### src/rtl/sgx_reset_request.sv
// Reset-request sequencer: merges push-button, PLL lock and software requests into a held,
// lock-qualified areset. Optional software request path enabled by SGX_RESET_SW_REQ_EN.
module sgx_reset_request #(
    parameter int unsigned DEBOUNCE_BITS      = 16,
    parameter int unsigned HOLD_CYCLES        = 64,
    parameter int unsigned LOCK_STABLE_CYCLES = 256
) (
    input  logic       clock,
    input  logic       reset,
    input  logic       button_n,
    input  logic       pll_locked,
    input  logic       sw_reset_req,
    output logic       areset,
    output logic [2:0] reset_cause,
    output logic [7:0] reset_count
);

    localparam int unsigned HoldW = $clog2(HOLD_CYCLES) + 1;
    localparam int unsigned LockW = $clog2(LOCK_STABLE_CYCLES) + 1;
    localparam logic [HoldW-1:0] HoldLast = HoldW'(HOLD_CYCLES - 1);
    localparam logic [LockW-1:0] LockLast = LockW'(LOCK_STABLE_CYCLES - 1);

    typedef enum logic [1:0] {
        StHold,
        StWaitLock,
        StRun
    } state_e;

    logic                     btn_meta_q, btn_sync_q;
    logic                     lock_meta_q, lock_sync_q;
    logic                     db_pressed_q, db_pressed_d;
    logic [DEBOUNCE_BITS-1:0] db_cnt_q, db_cnt_d;
    state_e                   state_q, state_d;
    logic [HoldW-1:0]         hold_cnt_q, hold_cnt_d;
    logic [LockW-1:0]         lock_cnt_q, lock_cnt_d;
    logic [2:0]               cause_q, cause_d;
    logic [7:0]               count_q, count_d;
    logic                     areset_q, areset_d;
    logic                     sw_eff;
    logic                     lock_lost;

`ifdef SGX_RESET_SW_REQ_EN
    assign sw_eff = sw_reset_req;
`else
    logic unused_sw_reset_req;
    assign unused_sw_reset_req = sw_reset_req;
    assign sw_eff              = 1'b0;
`endif

    assign lock_lost = ~lock_sync_q;

    // Synchronizers idle high so a reset looks like "button released, PLL locked".
    always_ff @(posedge clock) begin
        if (reset) begin
            btn_meta_q  <= 1'b1;
            btn_sync_q  <= 1'b1;
            lock_meta_q <= 1'b1;
            lock_sync_q <= 1'b1;
        end else begin
            btn_meta_q  <= button_n;
            btn_sync_q  <= btn_meta_q;
            lock_meta_q <= pll_locked;
            lock_sync_q <= lock_meta_q;
        end
    end

    always_comb begin
        db_pressed_d = db_pressed_q;
        db_cnt_d     = '0;
        if (~btn_sync_q != db_pressed_q) begin
            if (&db_cnt_q) begin
                db_pressed_d = ~db_pressed_q;
            end else begin
                db_cnt_d = db_cnt_q + 1'b1;
            end
        end
    end

    always_comb begin
        state_d    = state_q;
        hold_cnt_d = '0;
        lock_cnt_d = '0;
        cause_d    = cause_q;
        count_d    = count_q;
        unique case (state_q)
            StHold: begin
                if (db_pressed_q) begin
                    hold_cnt_d = '0;
                end else if (hold_cnt_q == HoldLast) begin
                    state_d = StWaitLock;
                end else begin
                    hold_cnt_d = hold_cnt_q + 1'b1;
                end
            end
            StWaitLock: begin
                // Aborts back to HOLD leave cause/count untouched.
                if (db_pressed_q || sw_eff) begin
                    state_d = StHold;
                end else if (lock_sync_q) begin
                    if (lock_cnt_q == LockLast) begin
                        state_d = StRun;
                    end else begin
                        lock_cnt_d = lock_cnt_q + 1'b1;
                    end
                end
            end
            StRun: begin
                if (db_pressed_q || lock_lost || sw_eff) begin
                    state_d = StHold;
                    cause_d = {sw_eff, lock_lost, db_pressed_q};
                    if (count_q != 8'hFF) begin
                        count_d = count_q + 8'd1;
                    end
                end
            end
            default: state_d = StHold;
        endcase
    end

    assign areset_d = (state_d != StRun);

    always_ff @(posedge clock) begin
        if (reset) begin
            db_pressed_q <= 1'b0;
            db_cnt_q     <= '0;
            state_q      <= StHold;
            hold_cnt_q   <= '0;
            lock_cnt_q   <= '0;
            cause_q      <= 3'b000;
            count_q      <= 8'd0;
            areset_q     <= 1'b1;
        end else begin
            db_pressed_q <= db_pressed_d;
            db_cnt_q     <= db_cnt_d;
            state_q      <= state_d;
            hold_cnt_q   <= hold_cnt_d;
            lock_cnt_q   <= lock_cnt_d;
            cause_q      <= cause_d;
            count_q      <= count_d;
            areset_q     <= areset_d;
        end
    end

    assign areset      = areset_q;
    assign reset_cause = cause_q;
    assign reset_count = count_q;

endmodule

### config.mk
export PLATFORM = sky130hd
export DESIGN_NAME = sgx_reset_request
export DESIGN_NICKNAME = d
export VERILOG_FILES = /design/src/rtl/sgx_reset_request.sv
export SDC_FILE = /design/constraint.sdc
export NUM_CORES = 1
export LEC_CHECK = 0
export BUFFER_PORTS_ARGS = -buffer_cell sky130_fd_sc_hd__buf_2
export CORE_ASPECT_RATIO = 0.6
export CORE_MARGIN = 5
export CORE_UTILIZATION = 62
export CTS_BUF_LIST = sky130_fd_sc_hd__clkbuf_8 sky130_fd_sc_hd__clkbuf_16
export DETAILED_ROUTE_END_ITERATION = 6
export PLACE_DENSITY = 0.83
export RECOVER_POWER = 100
export SLEW_MARGIN = 20
export SYNTH_ARGS = -nofsm -noshare
export SYNTH_HDL_FRONTEND = slang
export SYNTH_SLANG_ARGS = --single-unit
### constraint.sdc
create_clock -name clock -period 3.2 [get_ports clock]
set_input_delay 0.64 -clock clock [delete_from_list [all_inputs] [get_ports clock]]
set_output_delay 0.64 -clock clock [all_outputs]
set_load 0.03 [all_outputs]
After elaboration in Yosys (flattened, before gate mapping)
Cells that the tools add are included.

Output and inout bits: 12. Bits of input ports: 5. Latch bits: 0. Word-level logic and storage cells: 45. ROM bits: 0. Flip-flop bits (word level): 50. Memories: 0. RAM bits: 0.

Multipliers: 0. Mux-type cells: 7. Add/sub/neg operators: 4. Reduce and logical (&&, ||, !) cells: 9. Equality and inequality tests: 7. Divide/modulo/power cells: 0. Order comparisons: 0. Bitwise operators: 6. Shifts and indexed selects: 0.

Operators by type and width (number): $reduce_and A17 Y1 (1); $add A16 B1 Y16 const B (1); $reduce_and A16 Y1 (1); $mux W2 (6); $add A9 B1 Y9 const B (1); $eq A9 B8 Y1 const B (1); $add A8 B1 Y8 const B (1); $ne A8 B8 Y1 const B (1); $add A7 B1 Y7 const B (1); $eq A7 B6 Y1 const B (1); $not A1 Y1 (6); $pmux W2 S3 (1); $reduce_or A5 Y1 (1); $reduce_or A4 Y1 (1); $reduce_and A3 Y1 (1); $reduce_or A3 Y1 (1); $eq A2 B1 Y1 const B (1); $eq A2 B2 Y1 const B (1); $logic_not A2 Y1 (1); $ne A2 B2 Y1 const B (1); $reduce_and A2 Y1 (1); $logic_or A1 B1 Y1 (1); $ne A1 B1 Y1 (1).

Longest topological paths before layout
Depth after elaboration: 6. Mapped depth: 8. Gate-level depth less buffers: 8.

Worst setup path before layout
OpenSTA, ideal clock, no wires.

Path type: input to register. Start: input port reset. End: register lock_cnt_q[6]. Path slack: 1.435 ns. Path buffers: 2. Data arrival time: 1.699 ns. Stages on the path: 5. Cells stage by stage: clkbuf_2 or3_4 or3_1 buf_6 a21oi_2.

Cells in the longest elaborated chain, start to end: 1.

Ends and longest elaborated chain: start, declared (line 9) `input logic reset,`; $reduce_or A5 Y1 (no source line); end signal, assigned (line 137) `lock_cnt_q <= lock_cnt_d;`; end, declared (line 35) `logic [LockW-1:0] lock_cnt_q, lock_cnt_d;`.

No other way between the ends. A chain may end at the register's enable or synchronous reset.

Worst setup path after layout
Start: register db_cnt_q[0]. End: register db_cnt_q[5].

Cells in the longest elaborated chain, start to end: 2.

Ends and longest elaborated chain: start, declared (line 32) `logic [DEBOUNCE_BITS-1:0] db_cnt_q, db_cnt_d;`; start signal, assigned (line 134) `db_cnt_q <= db_cnt_d;`; branches (longest 2 deep; another with $add A16 B1 Y16).

Parallel ways; which one is timed is not known.

==> flow_metrics.tcl <==
set metrics [dict create \
    yosysWarningCount 0 \
    drv_cap 0 \
    die-area_um2 4660 \
    tns_ps 0 \
    reg2reg_depth 5 \
    powerDensity_nw_per_um2 484 \
    synthesis.area_um2 2090 \
    cts_tree "done" \
    antennaDiodeCount 0 \
    path_cells "ha_1, nand4_1, nor4_1, or2_0, nor2_1" \
    drc_errors 0 \
    reg2reg_to "db_cnt_q[5]$_SDFF_PP0_" \
    crit_path_max_fanout 15 \
    wl_per_cell_um 11.4 \
    dpl.hpwl_mm 2.30 \
    status "complete, no violations" \
    cts.repair.resized 0 \
    cts_setup_buffers 0 \
    fmax_ghz 0.433 \
    grt-ovfl-total 0 \
    clock_sinks 50 \
    wirelength_mm 3.22 \
    crit_start "db_cnt_q[0]$_SDFF_PP0_" \
    drive_above_1_share_pct 9.28 \
    place.gp.congestion 0.728 \
    crit_end "db_cnt_q[5]$_SDFF_PP0_" \
    synth_top_cell_area_share_pct 48.0 \
    end_kind "flip-flop" \
    initialDrtViolationCount 36 \
    synth_area_leader_cell "dfxtp_1" \
    clockRootBuffer "clkbuf_8" \
    arrival_ps 2460 \
    hold_viol 0 \
    period_share_pct 72.1 \
    grt_pass1_wl_mm 5.94 \
    cts_hold_buf 0 \
    cts_max_path_buffers 2 \
    whs_ps 414 \
    grt_max_degree 19 \
    die_x_um 84.9 \
    worstMarginPinSlew_ps 924 \
    via_per_inst 5.09 \
    regToRegStartpoint "db_cnt_q[0]$_SDFF_PP0_" \
    fp.coreArea_um2 3240 \
    multi_input_area_um2 968 \
    peakVddDrop_uv 296 \
    cts-htree-levels 2 \
    clock_skew_ps 7.97 \
    synth.area.top_cells "dfxtp_1 48%, xnor2_1 7.1%, nor2_1 5.6%" \
    setup_violations 0 \
    synthFlopType "dfxtp_1" \
    power.leakage_uw 0.000754 \
    rsz0062_at_grt "false" \
    max-slew-margin-rel_pct 38.4 \
    ant_nets 0 \
    fin_crit_ps 2310 \
    yosys.cell_types.count 40 \
    synth-seq-cells 50 \
    async_flop_share_pct 0 \
    io_buffers 14 \
    syn_nets 233 \
    vias 1435 \
    synth_cells 223 \
    cts_buffers 5 \
    initial_utilization_pct 64.4 \
    seq_area_frac_synth_pct 48.0 \
    fin_util_pct 68.6 \
    antenna_found_initial 0 \
    grt_pass1_vias 1341 \
    path_clk_slew_ps 90 \
    worstHoldPathType "reg2reg" \
    grt_usage_pct 16.1 \
    syn_area_per_cell_um2 9.36 \
    drt-pass1-iter-count 4 \
    crit_slowest_cell "or2_0" \
    clk_latency_ps 300 \
    die_h_um 54.9 \
    cp.required_ps 3350 \
    worstSetupPathDepth 5 \
    cp_num_buf_inv 0 \
    row_count 16 \
    nets 246 \
    hold_depth 1 \
    regArea_um2 1000 \
    n_fill_cell 264 \
    num_io_pins 17 \
    area_delta_synth_final_pct 6.53 \
    reg2reg_slack_ps 890 \
    synth-edff-count 0 \
    cp-start-kind "flip-flop" \
    critPathMaxStageDelay_ps 690 \
    critical_path.top_delay_family "simple AND/OR/NAND/NOR gates" \
    drv_slew 0 \
    critPathKind "reg2reg" \
]
layer usage:
metal | up-vias | GRT usage, % | wire length, um
met1 | 622 | 21.8 | 1810
li1 | 788 | - | -
met5 | - | 0 | 0
met2 | 18 | 25.1 | 1280
met3 | 7 | 4.44 | 94
met4 | 0 | 6.05 | 40
cell type report:
cell class	instances	share of cell area [%]
flip-flops and latches	50	45.0
multi-input cells	156	43.6
clock buffers	5	3.10
well taps	45	2.53
repair buffers	14	2.48
clock inverters	3	1.80
inverters	9	1.52
cells in the mapped netlist (all sizes together), types with 5 or more instances:
cell type,number
and3,6
inv,9
o21ai,7
nor3,6
nand2,11
nand4,7
a21oi,8
or3,6
or2,5
buf,6
nand3,12
dfxtp,50
xor2,8
xnor2,17
nor2,36
nor4,5
ha,5
cells by family (layout without fill, tap and decap cells):
logic type                 after synthesis  in the layout  synth area share (%)
and+or+nand+nor                        101            101                  26.4
DFF                                     50             50                  48.0
buffers and inverters                   17             31                  4.32
other                                    1              1                 0.180
AOI/OAI and AO/OA                       23             23                  7.19
muxes                                    1              1                 0.480
adders and majority gates                5              5                  3.00
xor gates and xnor gates                25             25                  10.5
cell usage in the layout (no fill, tap or decap), types with 7 or more instances in the layout:
cell      Yosys  routed
xnor2_1      17      17
nor2_1       31      31
clkbuf_1      1      12
nand3_1      12      12
a21oi_1       7       8
inv_1         9       9
nand2_1      11      11
xor2_1        8       8
o21ai_0       7       7
dfxtp_1      50      50
metrics by stage:
step,setup slack (ps),instance area (um2),instances,power [uW]
3_3_place_gp,1200,2160,274,666
2_1_floorplan,1430,2090,223,663
6_report,891,2220,282,1080
4_1_cts,1240,2270,282,1090
5_1_grt,586,2220,282,1120
3_5_place_dp,1180,2160,274,666
registers in the layout, indices dropped and copies added, names as in the netlist:
| register | flops |
|---|---|
| areset | 1 |
| btn_meta_q | 1 |
| btn_sync_q | 1 |
| db_cnt_q | 16 |
| db_pressed_q | 1 |
| hold_cnt_q | 7 |
| lock_cnt_q | 9 |
| lock_meta_q | 1 |
| lock_sync_q | 1 |
| reset_cause | 2 |
| reset_count | 8 |
| state_q | 2 |
worst min path at each step:
stage,start,to,slack [ps]
2_1_floorplan,btn_meta_q$_SDFF_PP1_,btn_sync_q$_SDFF_PP1_,390
3_3_place_gp,lock_meta_q$_SDFF_PP1_,lock_sync_q$_SDFF_PP1_,390
6_report,btn_meta_q$_SDFF_PP1_,btn_sync_q$_SDFF_PP1_,410
3_5_place_dp,lock_meta_q$_SDFF_PP1_,lock_sync_q$_SDFF_PP1_,390
5_1_grt,btn_meta_q$_SDFF_PP1_,btn_sync_q$_SDFF_PP1_,440
4_1_cts,lock_meta_q$_SDFF_PP1_,lock_sync_q$_SDFF_PP1_,410
report_power, final:
| group | leakage (uW) | internal [uW] | switching (uW) |
|---|---|---|---|
| logic | 0.000292 | 7.25 | 11.9 |
| clock network | 0.0000579 | 230 | 196 |
| registers | 0.000404 | 628 | 3.55 |
| total | 0.000754 | 865 | 212 |
worst reg2reg max path, cell delays in order (launching register included):
cell	delay [ps]
dfxtp_1	410
ha_1	250
nand4_1	220
nor4_1	480
or2_0	690
nor2_1	130
Power figures use the tool's default switching activity.
